===== config.mk =====
export PLATFORM = sky130hd
export DESIGN_NAME = knn_ctrl_flat
export DESIGN_NICKNAME = d
export VERILOG_FILES = /design/src/rtl/knn_ctrl_if.sv /design/src/rtl/knn_ctrl.sv /design/src/flat_wrapper.sv
export SDC_FILE = /design/constraint.sdc
export NUM_CORES = 1
export LEC_CHECK = 0
export BUFFER_PORTS_ARGS = -buffer_cell sky130_fd_sc_hd__buf_4
export CELL_PAD_IN_SITES_DETAIL_PLACEMENT = 2
export CELL_PAD_IN_SITES_GLOBAL_PLACEMENT = 2
export CORE_ASPECT_RATIO = 1.4
export CORE_MARGIN = 8
export CORE_UTILIZATION = 28
export DETAILED_ROUTE_END_ITERATION = 10
export PLACE_DENSITY = 0.77
export REMOVE_ABC_BUFFERS = 1
export SYNTH_ARGS = -nofsm -noshare
export SYNTH_HDL_FRONTEND = slang
export SYNTH_SLANG_ARGS = --single-unit

===== constraint.sdc =====
create_clock -name clk -period 1.5 [get_ports clk]
set_input_delay 0.225 -clock clk [delete_from_list [all_inputs] [get_ports clk]]
set_output_delay 0.225 -clock clk [all_outputs]
set_load 0.005 [all_outputs]

===== src/rtl/knn_ctrl_if.sv =====
// Control/handshake bundle between knn_ctrl and the KNN datapath, memories
// and result consumer. The controller drives through the master modport.
interface knn_ctrl_if #(
   parameter int ADDR_W = 5,
   parameter int TIDX_W = 2
);
   logic              start;
   logic              abort;
   logic              busy;
   logic              done;
   logic              rd_en;
   logic [ADDR_W-1:0] test_addr;
   logic [ADDR_W-1:0] data_addr;
   logic              dist_clr;
   logic              dist_en;
   logic              dist_valid;
   logic              list_clr;
   logic              list_insert;
   logic              res_valid;
   logic              res_ready;
   logic [TIDX_W-1:0] res_test_idx;

   modport master (
      input  start, abort, res_ready,
      output busy, done, rd_en, test_addr, data_addr, dist_clr, dist_en,
             dist_valid, list_clr, list_insert, res_valid, res_test_idx
   );

   modport slave (
      output start, abort, res_ready,
      input  busy, done, rd_en, test_addr, data_addr, dist_clr, dist_en,
             dist_valid, list_clr, list_insert, res_valid, res_test_idx
   );
endinterface


===== src/rtl/knn_ctrl.sv =====
// KNN sequencer: walks every test point against every data point, steering
// the distance unit and neighbour list, and hands each finished list to the
// result consumer over a valid/ready handshake.
module knn_ctrl #(
   parameter int DATA_W    = 32,
   parameter int NBR_KNN   = 4,
   parameter int NBR_TESTP = 4,
   parameter int NBR_DATAP = 10,
   parameter int NBR_DIM   = 2,
   parameter int ADDR_W    =
      ($clog2(((NBR_TESTP > NBR_DATAP) ? NBR_TESTP : NBR_DATAP) * NBR_DIM) < 1) ? 1 :
       $clog2(((NBR_TESTP > NBR_DATAP) ? NBR_TESTP : NBR_DATAP) * NBR_DIM),
   parameter int TIDX_W    = (NBR_TESTP > 1) ? $clog2(NBR_TESTP) : 1
) (
   input logic        clk,
   input logic        rst,
   knn_ctrl_if.master bus
);

   localparam int DIDX_W = (NBR_DATAP > 1) ? $clog2(NBR_DATAP) : 1;
   localparam int CRD_W  = (NBR_DIM > 1) ? $clog2(NBR_DIM) : 1;

   localparam logic [TIDX_W-1:0] TEST_LAST  = TIDX_W'(NBR_TESTP - 1);
   localparam logic [DIDX_W-1:0] DATA_LAST  = DIDX_W'(NBR_DATAP - 1);
   localparam logic [CRD_W-1:0]  COORD_LAST = CRD_W'(NBR_DIM - 1);
   localparam logic [TIDX_W-1:0] TEST_ONE   = TIDX_W'(1);
   localparam logic [DIDX_W-1:0] DATA_ONE   = DIDX_W'(1);
   localparam logic [CRD_W-1:0]  COORD_ONE  = CRD_W'(1);

   // Data width and list depth only travel alongside this block; reject nonsense values.
   if (DATA_W < 1 || NBR_KNN < 1 || NBR_TESTP < 1 || NBR_DATAP < 1 || NBR_DIM < 1) begin : g_bad_param
      $error("knn_ctrl: all size parameters must be positive");
   end

   typedef enum logic [2:0] {
      S_IDLE, S_TCLR, S_DCLR, S_RD, S_LAST, S_INS, S_OUT, S_DONE
   } state_t;

   state_t            state_r;
   state_t            state_nx_s;
   logic [TIDX_W-1:0] test_idx_r;
   logic [DIDX_W-1:0] data_idx_r;
   logic [CRD_W-1:0]  coord_r;

   logic busy_r, done_r, rd_en_r, dist_clr_r, dist_valid_r;
   logic list_clr_r, list_insert_r, res_valid_r;

   // Next-state decode; abort overrides every state, including a start in IDLE.
   always_comb begin
      state_nx_s = state_r;
      if (bus.abort) begin
         state_nx_s = S_IDLE;
      end else begin
         case (state_r)
            S_IDLE:  state_nx_s = bus.start ? S_TCLR : S_IDLE;
            S_TCLR:  state_nx_s = S_DCLR;
            S_DCLR:  state_nx_s = S_RD;
            S_RD:    state_nx_s = (coord_r == COORD_LAST) ? S_LAST : S_RD;
            S_LAST:  state_nx_s = S_INS;
            S_INS:   state_nx_s = (data_idx_r == DATA_LAST) ? S_OUT : S_DCLR;
            S_OUT: begin
               if (bus.res_ready) begin
                  state_nx_s = (test_idx_r == TEST_LAST) ? S_DONE : S_TCLR;
               end else begin
                  state_nx_s = S_OUT;
               end
            end
            S_DONE:  state_nx_s = S_IDLE;
            default: state_nx_s = S_IDLE;
         endcase
      end
   end

   // State register.
   always_ff @(posedge clk or negedge rst) begin
      if (!rst) begin
         state_r <= S_IDLE;
      end else begin
         state_r <= state_nx_s;
      end
   end

   // Loop counters; everything returns to zero whenever the sequencer goes idle.
   always_ff @(posedge clk or negedge rst) begin
      if (!rst) begin
         test_idx_r <= '0;
         data_idx_r <= '0;
         coord_r    <= '0;
      end else if (state_nx_s == S_IDLE) begin
         test_idx_r <= '0;
         data_idx_r <= '0;
         coord_r    <= '0;
      end else begin
         case (state_r)
            S_TCLR: begin
               data_idx_r <= '0;
               coord_r    <= '0;
            end
            S_RD: begin
               if (coord_r != COORD_LAST) begin
                  coord_r <= coord_r + COORD_ONE;
               end
            end
            S_INS: begin
               coord_r <= '0;
               if (data_idx_r != DATA_LAST) begin
                  data_idx_r <= data_idx_r + DATA_ONE;
               end
            end
            S_OUT: begin
               if (bus.res_ready && (test_idx_r != TEST_LAST)) begin
                  test_idx_r <= test_idx_r + TEST_ONE;
               end
            end
            default: begin
               test_idx_r <= test_idx_r;
            end
         endcase
      end
   end

   // Strobes are registered from the next state so each one lines up with its state.
   always_ff @(posedge clk or negedge rst) begin
      if (!rst) begin
         busy_r        <= 1'b0;
         done_r        <= 1'b0;
         rd_en_r       <= 1'b0;
         dist_clr_r    <= 1'b0;
         dist_valid_r  <= 1'b0;
         list_clr_r    <= 1'b0;
         list_insert_r <= 1'b0;
         res_valid_r   <= 1'b0;
      end else begin
         busy_r        <= (state_nx_s != S_IDLE);
         done_r        <= (state_nx_s == S_DONE);
         rd_en_r       <= (state_nx_s == S_RD);
         dist_clr_r    <= (state_nx_s == S_DCLR);
         dist_valid_r  <= (state_r == S_RD) && (state_nx_s != S_IDLE);
         list_clr_r    <= (state_nx_s == S_TCLR);
         list_insert_r <= (state_nx_s == S_INS);
         res_valid_r   <= (state_nx_s == S_OUT);
      end
   end

   assign bus.busy         = busy_r;
   assign bus.done         = done_r;
   assign bus.rd_en        = rd_en_r;
   assign bus.dist_clr     = dist_clr_r;
   assign bus.dist_en      = busy_r;
   assign bus.dist_valid   = dist_valid_r;
   assign bus.list_clr     = list_clr_r;
   assign bus.list_insert  = list_insert_r;
   assign bus.res_valid    = res_valid_r;
   assign bus.res_test_idx = test_idx_r;
   assign bus.test_addr    = ADDR_W'(int'(test_idx_r) * NBR_DIM + int'(coord_r));
   assign bus.data_addr    = ADDR_W'(int'(data_idx_r) * NBR_DIM + int'(coord_r));

endmodule


===== src/flat_wrapper.sv =====
// flat-port wrapper written by rule: the top's interface ports become plain ports
module knn_ctrl_flat 
#(
   parameter int DATA_W    = 32,
   parameter int NBR_KNN   = 4,
   parameter int NBR_TESTP = 4,
   parameter int NBR_DATAP = 10,
   parameter int NBR_DIM   = 2,
   parameter int ADDR_W    =
      ($clog2(((NBR_TESTP > NBR_DATAP) ? NBR_TESTP : NBR_DATAP) * NBR_DIM) < 1) ? 1 :
       $clog2(((NBR_TESTP > NBR_DATAP) ? NBR_TESTP : NBR_DATAP) * NBR_DIM),
   parameter int TIDX_W    = (NBR_TESTP > 1) ? $clog2(NBR_TESTP) : 1
)
  (clk, rst, bus_start, bus_abort, bus_res_ready, bus_busy, bus_done, bus_rd_en, bus_test_addr, bus_data_addr, bus_dist_clr, bus_dist_en, bus_dist_valid, bus_list_clr, bus_list_insert, bus_res_valid, bus_res_test_idx);
  knn_ctrl_if #(.ADDR_W(ADDR_W), .TIDX_W(TIDX_W)) bus_i ();
  input logic clk;
  input logic rst;
  input wire logic [$bits(bus_i.start)-1:0] bus_start;
  input wire logic [$bits(bus_i.abort)-1:0] bus_abort;
  input wire logic [$bits(bus_i.res_ready)-1:0] bus_res_ready;
  output wire logic [$bits(bus_i.busy)-1:0] bus_busy;
  output wire logic [$bits(bus_i.done)-1:0] bus_done;
  output wire logic [$bits(bus_i.rd_en)-1:0] bus_rd_en;
  output wire logic [$bits(bus_i.test_addr)-1:0] bus_test_addr;
  output wire logic [$bits(bus_i.data_addr)-1:0] bus_data_addr;
  output wire logic [$bits(bus_i.dist_clr)-1:0] bus_dist_clr;
  output wire logic [$bits(bus_i.dist_en)-1:0] bus_dist_en;
  output wire logic [$bits(bus_i.dist_valid)-1:0] bus_dist_valid;
  output wire logic [$bits(bus_i.list_clr)-1:0] bus_list_clr;
  output wire logic [$bits(bus_i.list_insert)-1:0] bus_list_insert;
  output wire logic [$bits(bus_i.res_valid)-1:0] bus_res_valid;
  output wire logic [$bits(bus_i.res_test_idx)-1:0] bus_res_test_idx;
  assign bus_i.start = bus_start;
  assign bus_i.abort = bus_abort;
  assign bus_i.res_ready = bus_res_ready;
  assign bus_busy = bus_i.busy;
  assign bus_done = bus_i.done;
  assign bus_rd_en = bus_i.rd_en;
  assign bus_test_addr = bus_i.test_addr;
  assign bus_data_addr = bus_i.data_addr;
  assign bus_dist_clr = bus_i.dist_clr;
  assign bus_dist_en = bus_i.dist_en;
  assign bus_dist_valid = bus_i.dist_valid;
  assign bus_list_clr = bus_i.list_clr;
  assign bus_list_insert = bus_i.list_insert;
  assign bus_res_valid = bus_i.res_valid;
  assign bus_res_test_idx = bus_i.res_test_idx;
  knn_ctrl #(.DATA_W(DATA_W), .NBR_KNN(NBR_KNN), .NBR_TESTP(NBR_TESTP), .NBR_DATAP(NBR_DATAP), .NBR_DIM(NBR_DIM), .ADDR_W(ADDR_W), .TIDX_W(TIDX_W)) u_core (.clk(clk), .rst(rst), .bus(bus_i));
endmodule

== Word level (Yosys, flattened, before mapping) ==
Cells that the tools add are included.
Word-level totals
  output and inout bits: 21
  flip-flop bits (word level): 18
  word-level logic and storage cells: 63
Cells by class
  equal/unequal tests: 18
  $add $sub $neg: 5
  reductions and logical operators: 12
  multiplexer cells: 16
Operators by type and width (count)
  $pmux 3 s8: 1
  $eq 3x3->1 const B: 7
  $mux 3: 5
  $eq 3x2->1 const B: 4
  $reduce_bool 3->1: 3
  $mux 4: 2
  $pmux 4 s2: 1
  $eq 3x1->1 const B: 2
  $logic_not 3->1: 2
  $mux 2: 3
  $add 5x1->5: 1
  $add 3x1->4: 1
  $add 4x1->4 const B: 1
  $eq 4x4->1 const B: 1
  $ne 4x4->1 const B: 1
  $reduce_and 2->1: 2
  $reduce_bool 2->1: 2
  $mux 1: 3
  $ne 3x1->1 const B: 1
  $add 2x1->2 const B: 1
  $eq 2x2->1 const B: 1
  $logic_and 1x1->1: 2
  $ne 2x2->1 const B: 1
  $pmux 1 s2: 1
  2 further kinds: 2

== Logic depth before layout (Yosys ltp) ==
Gate-level depths: netlist of run 1.
  word-level depth: 8
  mapped depth: 7
  depth with buffers taken out: 7

== Least setup slack after synthesis of run 1 ==
No wires, ideal clock.
  path kind: register to register
  start: register u_core.test_idx_r[0], in the netlist u_core.bus.res_test_idx[0]
  end: register u_core.data_idx_r[1]
  slack: -83 ps
  data arrival time: 1462 ps
  period minus slack after synthesis: 1583 ps
  cell stages (with the launch flop): 7
  path buffers: 0
  setup time: 121 ps
  cell sequence: dfrtp_1 ha_1 and3b_1 o22ai_1 a32oi_2 o22a_2 nor2_1
On the way
  longest elaborated chain between the ends: 8
  elaborated cells on any way between the ends: 10
  classes of those cells: eq/ne (2); mux (5); reduce/logical (3)
Ends and longest elaborated chain
  start: declaration: RTL line knn_ctrl.sv:41  | logic [TIDX_W-1:0] test_idx_r;
  start signal: assignment: RTL line knn_ctrl.sv:112  | test_idx_r <= test_idx_r + TEST_ONE;
  start signal: assignment: RTL line knn_ctrl.sv:116  | test_idx_r <= test_idx_r;
  $eq 2x2->1 *: RTL line knn_ctrl.sv:63  | state_nx_s = (test_idx_r == TEST_LAST) ? S_DONE : S_TCLR;
  $mux 3 *: RTL line knn_ctrl.sv:63
  $mux 3 *: RTL line knn_ctrl.sv:62  | if (bus.res_ready) begin
  $pmux 3 s8 *: RTL line knn_ctrl.sv:54  | case (state_r)
  $mux 3 *: RTL line knn_ctrl.sv:51  | if (bus.abort) begin
  $logic_not 3->1 *: RTL line knn_ctrl.sv:89  | end else if (state_nx_s == S_IDLE) begin
  $ne 3x1->1 (no source line) or $reduce_bool 3->1 (tied branches)
  $reduce_and 2->1 (no source line)
  end signal: assignment: RTL line knn_ctrl.sv:107  | data_idx_r <= data_idx_r + DATA_ONE;
  end: declaration: RTL line knn_ctrl.sv:42  | logic [DIDX_W-1:0] data_idx_r;
Every way passes the cells marked *; elsewhere a longest branch is shown, timed or not.
A chain may end at the register's enable or synchronous reset.

== Worst setup path after layout of run 1 ==
  start: register u_core.test_idx_r[0], in the netlist u_core.bus.res_test_idx[0]
  end: register u_core.list_insert_r, in the netlist u_core.bus.list_insert
On the way
  longest elaborated chain between the ends: 6
Ends and longest elaborated chain
  $eq 2x2->1: RTL line knn_ctrl.sv:63
  $mux 3: RTL line knn_ctrl.sv:63
  $mux 3: RTL line knn_ctrl.sv:62
  $pmux 3 s8: RTL line knn_ctrl.sv:54
  $mux 3: RTL line knn_ctrl.sv:51
  named net u_core.state_nx_s[1]: RTL line knn_ctrl.sv:40  | state_t state_nx_s;
  $eq 3x3->1: RTL line knn_ctrl.sv:140  | list_insert_r <= (state_nx_s == S_INS);
  end signal: assignment: RTL line knn_ctrl.sv:140
  end: declaration: RTL line knn_ctrl.sv:46  | logic list_clr_r, list_insert_r, res_valid_r;
The timed path passes the listed nets, and every way through them passes these cells.

==> impl_results.md, run 1 <==
- Result of the run: complete, but fails checks
- Violations in the final reports: setup timing
- Effective utilization at floorplan: 0.286
- Yosys synthesis warning count: 0
- Vias in the first global route: 962
- Number of buffer cells added on primary ports: 23
- Tcrit/Tclk final: 1.05
- WP buf/inv: 0
- Cell family contributing the most delay on the critical path: simple AND/OR/NAND/NOR gates
- Final Hold Slack: about 0.17 ns
- Avg WL per Cell: between 15 and 20 µm
- Max Slew Vio Count: 0
- Number of register bits inferred by synthesis: 18
- Crit-path cells: ha_4 -> nor2b_4 -> o211ai_1 -> and2_4 -> or3_4 -> nor3_2
- Buffers inserted by post-CTS timing repair: 0
- Remaining global-route overflow: 0
- Crit Path Class: reg2reg
- H-Tree Depth: 1
- Minimum setup slack in the final design: -0.0777 ns
- Static Leakage: between 0.6 and 0.7 nW
- Last weighted congestion value of the routability-driven placer: ~0.76
- DR DRC count: 0
- Highest clock rate: ~0.63 GHz
- Post-layout power: about 0.0011 W
- Arrival time reported for the critical path endpoint: ~1.8 ns
- Post-place setup slack: -0.177 ns
- Via density: between 4 and 5
- Number of failing setup endpoints in the final timing report: 12
- Number of I/O pins: 26
- Final wirelength: between 2000 and 3000 µm
- First-pass DRT Iterations: 3
- Worst hold path type: in2reg
- Post-Route Utilization: 0.401
- GRT Total Usage: 0.110
- Detailed-route via count: 792
- Standard-cell rows: 25
- Number of routed nets with antenna violations: 0
- Fraction of final layout cells with drive strength greater than 1: 0.500
- Die area: 5500 µm²
- Worst skew pair latency: between 0.2 and 0.3 ns
- Wire length of the first global-routing pass: between 4000 and 5000 µm
- Clk_skew: about 0.0017 ns
- Setup repair after global routing missed its margin: yes
- Clock root buffer: sky130_fd_sc_hd__clkbuf_8
- Maximum fanout along the worst path: 2
- Final worst path period need: between 1.5 and 2 ns
- Fillers: approximately 370
- FF+latch area: about 450 µm²
- Share of synthesized flip-flops with an asynchronous set or reset: 1.00
- Number of diodes: 0
- Placeable core region: between 3000 and 4000 µm²
- Most common library cell in the layout ignoring fill and taps: sky130_fd_sc_hd__buf_4
- Max stage delay cell, worst path: sky130_fd_sc_hd__dfrtp_1
- Number of design-rule violations left by the first detailed-router iteration: 8
- Delay of the slowest cell on the worst path: between 0.4 and 0.5 ns
- Number of buffers added by the clock tree synthesis step: 3
- Final HPWL from detailed placement: ~2100 µm
- Floorplan die height: around 85 µm
- Syn_area_per_cell: roughly 10 µm²
- Worst-path clk slew: 0.07 ns
- Total clock sinks: 18
- Max-capacitance violation count: 0
- Number of instances in the placed design: approximately 160
- Final Instance Count excl. Fillers: ~160
- Number of synthesized flops with an enable pin: 0
- Leading cell types in the layout, fill and taps excluded: sky130_fd_sc_hd__buf_4 (36), sky130_fd_sc_hd__dfrtp_1 (16), sky130_fd_sc_hd__nor2_1 (6)
- Number of distinct library cells after synthesis: 41
- Netlist Area Pre-Place: ~940 µm²
- Hold Fails Final Rpt: 0
- Multi-input gate area in the final layout: 460 µm²
- Cell area power density: approximately 860 nW/µm²
- Synth Instances: 90
- Relative area change from synthesis to final layout: 40.0%
- Commonest register cell after synthesis: sky130_fd_sc_hd__dfrtp_1
- Critical path endpoint category: flip-flop
- Layout net count: approximately 130
- TritonCTS clock tree: done
- Initial antenna violation count: 0
- Worst IR Drop VDD: 0.000514 V
- Horizontal die dimension: between 60 and 70 µm
- Data required time of the worst path: 1.68 ns
- Pin count of the biggest net entering global routing: 19
- CP startpoint kind: flip-flop
- Sequential-to-total area share from yosys stat: 0.479
- Buffer levels on the longest clock path: 2
kinds of logic after synthesis:
| logic type | Yosys count | synth area share |
|---|---|---|
| compound gates | 18 | 0.145 |
| xor+xnor | 1 | 0.00931 |
| fa+ha+maj | 3 | 0.0399 |
| buf+inv | 15 | 0.101 |
| flops | 18 | 0.479 |
| mux | 2 | 0.0226 |
| other cells | 1 | 0.00399 |
| simple gates | 32 | 0.199 |
cell usage after synthesis, types with 2 or more instances:
| master | number | share of area |
|---|---|---|
| sky130_fd_sc_hd__nor2b_1 | 3 | 0.020 |
| sky130_fd_sc_hd__o21ai_0 | 2 | 0.011 |
| sky130_fd_sc_hd__and3_1 | 2 | 0.013 |
| sky130_fd_sc_hd__nor2_1 | 10 | 0.040 |
| sky130_fd_sc_hd__a22oi_1 | 3 | 0.024 |
| sky130_fd_sc_hd__o22ai_1 | 2 | 0.013 |
| sky130_fd_sc_hd__buf_4 | 8 | 0.064 |
| sky130_fd_sc_hd__and3b_1 | 2 | 0.019 |
| sky130_fd_sc_hd__inv_1 | 4 | 0.016 |
| sky130_fd_sc_hd__nand3_1 | 2 | 0.011 |
| sky130_fd_sc_hd__nor3b_1 | 2 | 0.016 |
| sky130_fd_sc_hd__ha_1 | 3 | 0.040 |
| sky130_fd_sc_hd__dfrtp_1 | 18 | 0.48 |
| sky130_fd_sc_hd__nand2_1 | 2 | 0.0080 |
layout make-up:
cell class              count  share of cell area
clock buffers               4              0.0418
multi-input cells          58               0.349
well taps                  40              0.0380
inverters                   5              0.0142
flip-flops and latches     18               0.344
repair buffers             37               0.213
registers in the layout (all words and copies together), names as in the netlist:
register / cells
u_core.bus.done: 1
u_core.bus.list_insert: 1
u_core.bus.dist_clr: 1
u_core.bus.rd_en: 1
u_core.coord_r: 1
u_core.bus.res_test_idx: 2
u_core.bus.res_valid: 1
u_core.bus.list_clr: 1
u_core.data_idx_r: 4
u_core.bus.busy: 1
u_core.bus.dist_valid: 1
u_core.state_r: 3
power by group:
group          leakage (nW)  internal (W)  switching (W)  total (W)
clock                0.0288      0.000234       0.000168   0.000401
combinational         0.375      0.000103      0.0000968   0.000200
sequential            0.243      0.000507      0.0000296   0.000537
worst paths after layout:
| kind | start | to | cells past startpoint | slack [ns] |
|---|---|---|---|---|
| hold reg to reg | u_core.data_idx_r[3] | u_core.data_idx_r[3] | 2 | 0.67 |
| setup / recovery | u_core.bus.res_test_idx[0] | u_core.bus.list_insert | 6 | -0.08 |
| max in group asynchronous | rst | u_core.state_r[0] | 2 | 0.91 |
| setup reg to reg | u_core.bus.res_test_idx[0] | u_core.bus.list_insert | 6 | -0.08 |
| hold / removal | bus_abort | u_core.bus.list_insert | 2 | 0.17 |
| min in group asynchronous | rst | u_core.bus.done | 2 | 0.37 |
timing repair:
action,in CTS,in global routing
hold buffers,1,0
endpoints found under the hold margin,18,0
resized for setup,4,11
setup endpoints to repair,14,15
pin swaps,3,2
per-stage QoR:
| step | cell area [µm²] | TNS (ns) |
|---|---|---|
| floorplan | 868 | -1.04 |
| global placement | 1190 | -0.429 |
| global route | 1320 | -1.92 |
| finish | 1320 | -0.527 |
| detailed placement | 1190 | -1.17 |
| CTS | 1270 | -0.976 |
metal layers:
metal	global-route usage	wire (µm)	up-vias
li1	-	-	368
met2	0.207	1590	17
met3	0.0280	110	5
met4	0.0578	51	0
met5	0	0	-
met1	0.104	987	402
No activity file was read; power rests on OpenSTA's default activity.
==> run 2: changes to the inputs <==
Settings changed: CORE_UTILIZATION 28 to 31, PLACE_DENSITY 0.77 to 0.81.
Clock period 1.5 ns to 1.67 ns, I/O delays scaled along.
==> run 2 against run 1 <==
The flow now finishes without violations. Fmax is 0.12% lower. Clock skew is 0.0018 ns higher. Clock power is 12% lower. Die area is 7.6% lower. Cell area is 4.3% lower. Global-route usage is 1.1 points lower. Worst setup slack better by 0.17 ns. Hold slack better by 0.021 ns. Flip-flop and latch count stayed put. Combinational power is 19% lower. First-iteration DRC count is 100% higher. Via count is 2.5% lower. Largest cell class is now flip-flops and latches.
==> impl_results.md, run 2 (synthesized netlist as in run 1, its figures left out) <==
- Total clock sinks: 18 (unchanged)
- Number of buffers added by the clock tree synthesis step: 3 (unchanged)
- Buffer levels on the longest clock path: 2 (unchanged)
- Max-capacitance violation count: 0 (unchanged)
- Critical path endpoint category: flip-flop
- Clk_skew: 0.00357 ns (+0.00183 ns)
- Standard-cell rows: 23 (-8.0%)
- Arrival time reported for the critical path endpoint: 1.76 ns (about the same)
- Wire length of the first global-routing pass: 4100 µm (-12%)
- Last weighted congestion value of the routability-driven placer: 0.773 (+1.6%)
- Leading cell types in the layout, fill and taps excluded: sky130_fd_sc_hd__buf_4 (33), sky130_fd_sc_hd__dfrtp_1 (16), sky130_fd_sc_hd__nor2_1 (10)
- Effective utilization at floorplan: 0.327 (+0.0405)
- Worst IR Drop VDD: 0.000430 V (-16%)
- Final worst path period need: 1.58 ns (+0.00189 ns)
- Relative area change from synthesis to final layout: 34.0%
- Data required time of the worst path: 1.85 ns (+0.17 ns)
- Clock root buffer: sky130_fd_sc_hd__clkbuf_8
- Crit Path Class: reg2reg
- Maximum fanout along the worst path: 2 (unchanged)
- Final-layout setup total negative slack: 0 ns (+0.527 ns)
- Placeable core region: 2880 µm² (-12%)
- Floorplan die height: 81.2 µm (-4.0%)
- GRT Total Usage: 0.0992 (-0.0111)
- Number of routed nets with antenna violations: 0 (unchanged)
- Hold Fails Final Rpt: 0 (unchanged)
- Setup repair after global routing missed its margin: no
- TritonCTS clock tree: done
- Static Leakage: 0.629 nW (-2.8%)
- Die area: 5080 µm² (-7.6%)
- DR DRC count: 0 (unchanged)
- H-Tree Depth: 1 (unchanged)
- Worst hold path type: in2reg
- Number of buffer cells added on primary ports: 23 (unchanged)
- Horizontal die dimension: 62.6 µm (-3.7%)
- Cell area power density: 791 nW/µm² (-8.5%)
- Delay of the slowest cell on the worst path: 0.39 ns (-0.02 ns)
- Crit-path cells: ha_2 -> nor2b_2 -> o211ai_1 -> and2_4 -> or3_4 -> nor3_2
- Number of failing setup endpoints in the final timing report: 0 (-12)
- Worst skew pair latency: 0.25 ns (about the same)
- Post-layout power: 0.000997 W (-12%)
- Number of design-rule violations left by the first detailed-router iteration: 16 (+8)
- Result of the run: finished clean
- Fraction of final layout cells with drive strength greater than 1: 0.445 (-0.0546)
- Max Slew Vio Count: 0 (unchanged)
- Final Instance Count excl. Fillers: 156 (-3.7%)
- Final HPWL from detailed placement: 1930 µm (-9.7%)
- Layout net count: 128 (-2.3%)
- Most flop-heavy register: u_core.data_idx_r
- Pin count of the biggest net entering global routing: 19 (unchanged)
- Reg2Reg Setup Slack: 0.09 ns (+0.17 ns)
- Tcrit/Tclk final: 0.946 (-0.106)
- Highest clock rate: 0.633 GHz (-0.12%)
- Via density: 4.95 (+1.2%)
- Detailed-route via count: 772 (-2.5%)
- Max stage delay cell, worst path: sky130_fd_sc_hd__dfrtp_1
- First-pass DRT Iterations: 4 (+1)
- Final wirelength: 2510 µm (-8.2%)
- Number of I/O pins: 26 (unchanged)
- Flip-flop count of the largest register, all copies and words added: 4 (unchanged)
- Avg WL per Cell: 16.1 µm (-4.7%)
- CP startpoint kind: flip-flop
- Vias in the first global route: 848 (-12%)
- Most common library cell in the layout ignoring fill and taps: sky130_fd_sc_hd__buf_4
- Post-Route Utilization: 0.438 (+0.0371)
- Initial antenna violation count: 0 (unchanged)
- Worst-path clk slew: 0.07 ns (about the same)
- Number of instances in the placed design: 150 (-4.5%)
- Number of diodes: 0 (unchanged)
- Remaining global-route overflow: 0 (unchanged)
run 2: timing repair:
item                                    in CTS  in global routing
endpoints found under the setup margin       2                 10
buffers inserted                             1                  0
hold buffers                                 1                  0
hold endpoints to repair                    18                  0
gates resized for setup                      1                  7
run 2: path summary, 6_finish.rpt:
check / startpoint / to / cells past startpoint
worst min register to register: u_core.bus.res_test_idx[0] / u_core.bus.res_test_idx[0] / 3
min in group asynchronous: rst / u_core.data_idx_r[2] / 2
worst max-delay path: u_core.bus.res_test_idx[0] / u_core.bus.list_insert / 6
worst min-delay path: bus_abort / u_core.bus.list_insert / 2
max in group asynchronous: rst / u_core.state_r[0] / 2
worst max register to register: u_core.bus.res_test_idx[0] / u_core.bus.list_insert / 6
run 2: cell type report:
| type | instances | area (µm²) |
|---|---|---|
| sequential | 18 | 453 |
| tap | 37 | 46.3 |
| inverter | 5 | 18.8 |
| clock buffer | 4 | 55.1 |
| timing repair buffer | 34 | 258 |
| multi-input combinational | 58 | 430 |
| fill | 328 | 1620 |
run 2: worst max-delay path: cells and delay by family (launching register included):
kind                     cells  cell delay [ns]
AND/OR/NAND/NOR              4             0.81
flip-flops                   1             0.39
adder cells (fa/ha/maj)      1             0.19
AO/OA/AOI/OAI                1             0.11
run 2: power breakdown:
part	leakage [nW]	switching [W]	internal, W	total (W)
clock	0.0288	0.000142	0.000209	0.000352
combinational	0.357	0.0000789	0.0000828	0.000162
sequential	0.243	0.0000279	0.000456	0.000484
total	0.629	0.000249	0.000748	0.000997
run 2: metal layers:
metal  vias up  share of wire  routed length (µm)  GRT usage
li1        359              -                   -          -
met1       390           0.38                 946     0.0961
met2        18           0.55                1390      0.192
met3         5          0.055                 139     0.0303
met4         0          0.014                  35     0.0412
met5         -              0                   0          0
run 2: per-stage QoR:
stage | worst slack (ns) | area (µm²) | hold WS [ns]
detailed placement | -0.0195 | 1150 | 0.139
global route | 0.0102 | 1260 | 0.196
finish | 0.0905 | 1260 | 0.195
CTS | 0.0130 | 1230 | 0.177
floorplan | 0.0614 | 868 | -0.0451
global placement | 0.0723 | 1150 | 0.131
==> run 3: changes to the inputs <==
Settings changed: MAX_ROUTING_LAYER set to met4.
==> run 3 against run 2 <==
Hold slack got worse by 0.00089 ns. Clock power about the same. Wire length about the same. First-iteration DRC count increased by 38%. Die area unchanged. Non-clock buffer count unchanged. Critical path depth unchanged. Via count unchanged. Worst setup slack improved by 0.0022 ns. Cell count unchanged. Register-to-register slack about the same. Cell area unchanged. Critical endpoint unchanged.
==> impl_results.md, run 3 (synthesized netlist as in run 1, its figures left out) <==
- Post-place setup slack: -0.0195 ns (unchanged)
- Final-layout setup total negative slack: 0 ns (unchanged)
- Max Slew Vio Count: 0 (unchanged)
- Pin count of the biggest net entering global routing: 19 (unchanged)
- Placeable core region: 2880 µm² (unchanged)
- Cell family contributing the most delay on the critical path: simple AND/OR/NAND/NOR gates
- Number of failing setup endpoints in the final timing report: 0 (unchanged)
- Final Hold Slack: 0.194 ns (-0.000888 ns)
- Worst hold path type: in2reg
- Detailed-route via count: 772 (unchanged)
- Tcrit/Tclk final: 0.945 (-0.00129)
- Most common library cell in the layout ignoring fill and taps: sky130_fd_sc_hd__buf_4
- Minimum setup slack in the final design: 0.0926 ns (+0.00216 ns)
- WP buf/inv: 0 (unchanged)
- Final worst path period need: 1.58 ns (-0.00216 ns)
- Clk_skew: 0.00451 ns (+0.000939 ns)
- Number of diodes: 0 (unchanged)
- Startpoint of the lowest-slack register-to-register path: u_core.bus.res_test_idx[0]
- Result of the run: finished clean
- Final HPWL from detailed placement: 1930 µm (unchanged)
- Clock root buffer: sky130_fd_sc_hd__clkbuf_8
- Relative area change from synthesis to final layout: 34.0% (unchanged)
- Data required time of the worst path: 1.85 ns (about the same)
- Hold Crit Start: bus_abort
- Effective utilization at floorplan: 0.327 (unchanged)
- Cell Area, Placed: 1150 µm² (unchanged)
- Layout net count: 128 (unchanged)
- Number of buffers added by the clock tree synthesis step: 3 (unchanged)
- Via density: 4.95 (unchanged)
- Horizontal die dimension: 62.6 µm (unchanged)
- Max stage delay cell, worst path: sky130_fd_sc_hd__or3_4
- Cell area power density: 790 nW/µm² (about the same)
- Floorplan die height: 81.2 µm (unchanged)
- Static Leakage: 0.629 nW (unchanged)
- Critical path startpoint: u_core.bus.res_test_idx[0]
- Crit-path cells: ha_2 -> nor2b_2 -> o211ai_1 -> and2_4 -> or3_4 -> nor3_2
- Hold Fails Final Rpt: 0 (unchanged)
- DR DRC count: 0 (unchanged)
- Most flop-heavy register: u_core.data_idx_r
- Vias in the first global route: 849 (+0.12%)
- Last weighted congestion value of the routability-driven placer: 0.783 (+1.3%)
- Worst-path clk slew: 0.07 ns (about the same)
- Leading cell types in the layout, fill and taps excluded: sky130_fd_sc_hd__buf_4 (33), sky130_fd_sc_hd__dfrtp_1 (16), sky130_fd_sc_hd__nor2_1 (10)
- Crit Path Class: reg2reg
- Critical path endpoint category: flip-flop
- Initial antenna violation count: 0 (unchanged)
- First-pass DRT Iterations: 3 (-1)
- Flip-flop count of the largest register, all copies and words added: 4 (unchanged)
- Remaining global-route overflow: 0 (unchanged)
- Number of I/O pins: 26 (unchanged)
- Post-layout power: 0.000997 W (about the same)
- Avg WL per Cell: 16.1 µm (about the same)
- Number of buffer cells added on primary ports: 23 (unchanged)
- Met2 demand-to-capacity share in global routing: 0.192 (unchanged)
- Highest clock rate: 0.634 GHz (+0.14%)
- Met3 track demand over resource in global routing: 0.0261 (-0.00413)
- Number of routed nets with antenna violations: 0 (unchanged)
- Setup repair after global routing missed its margin: no
- Post-layout instance area: 1260 µm² (unchanged)
- Number of design-rule violations left by the first detailed-router iteration: 22 (+6)
- Final wirelength: 2510 µm (about the same)
- Total clock sinks: 18 (unchanged)
- Maximum fanout along the worst path: 2 (unchanged)
- Die area: 5080 µm² (unchanged)
- Delay of the slowest cell on the worst path: 0.39 ns (about the same)
- Met1 track demand over resource in global routing: 0.0985 (+0.00242)
- Max-capacitance violation count: 0 (unchanged)
- Standard-cell rows: 23 (unchanged)
- TritonCTS clock tree: done
- H-Tree Depth: 1 (unchanged)
- Buffer levels on the longest clock path: 2 (unchanged)
- GRT Total Usage: 0.102 (+0.00306)
- Worst IR Drop VDD: 0.000431 V (+0.33%)
- Worst skew pair latency: 0.25 ns (about the same)
- Fillers: 328 (unchanged)
- Fraction of final layout cells with drive strength greater than 1: 0.445 (unchanged)
- Gr busiest metal: met2
- Arrival time reported for the critical path endpoint: 1.76 ns (about the same)
- Wire length of the first global-routing pass: 4090 µm (-0.17%)
- CP startpoint kind: flip-flop
-- run 3: layout make-up --
cell class                 instances  area [µm²]  share of cell area
multi-input combinational         58         430               0.341
timing repair buffer              34         258               0.204
inverter                           5        18.8              0.0149
sequential                        18         453               0.359
tap                               37        46.3              0.0367
clock buffer                       4        55.1              0.0437
-- run 3: power breakdown --
| group | switching [W] | leakage [nW] | internal, W |
|---|---|---|---|
| Combinational | 0.0000790 | 0.357 | 0.0000828 |
| Sequential | 0.0000277 | 0.243 | 0.000456 |
| Clock | 0.000142 | 0.0288 | 0.000209 |
| Total | 0.000249 | 0.629 | 0.000748 |
-- run 3: per-stage QoR --
stage,util,std cells
6_report,0.438,156
5_1_grt,0.438,156
4_1_cts,0.428,156
3_5_place_dp,0.401,150
3_3_place_gp,0.401,150
2_1_floorplan,-,81
-- run 3: worst paths after layout --
path	endpoint	slack [ns]	cells after the start
setup reg to reg	u_core.bus.list_insert	0.09	6
hold reg to reg	u_core.bus.res_test_idx[0]	0.66	3
setup / recovery	u_core.bus.list_insert	0.09	6
hold / removal	u_core.bus.list_insert	0.19	2
min in group asynchronous	u_core.data_idx_r[2]	0.40	2
max in group asynchronous	u_core.state_r[0]	1.05	2
-- run 3: metal layers --
layer | part of all wire | up-vias
li1 | - | 359
met2 | 0.55 | 18
met1 | 0.39 | 390
met4 | 0.014 | 0
met5 | 0 | -
met3 | 0.045 | 5
-- run 3: what timing repair did --
| item | CTS | global route |
|---|---|---|
| resized for setup | 1 | 7 |
| endpoints found under the setup margin | 2 | 10 |
| endpoints found under the hold margin | 18 | 0 |
| buffers inserted | 1 | 0 |
| hold buffers | 1 | 0 |
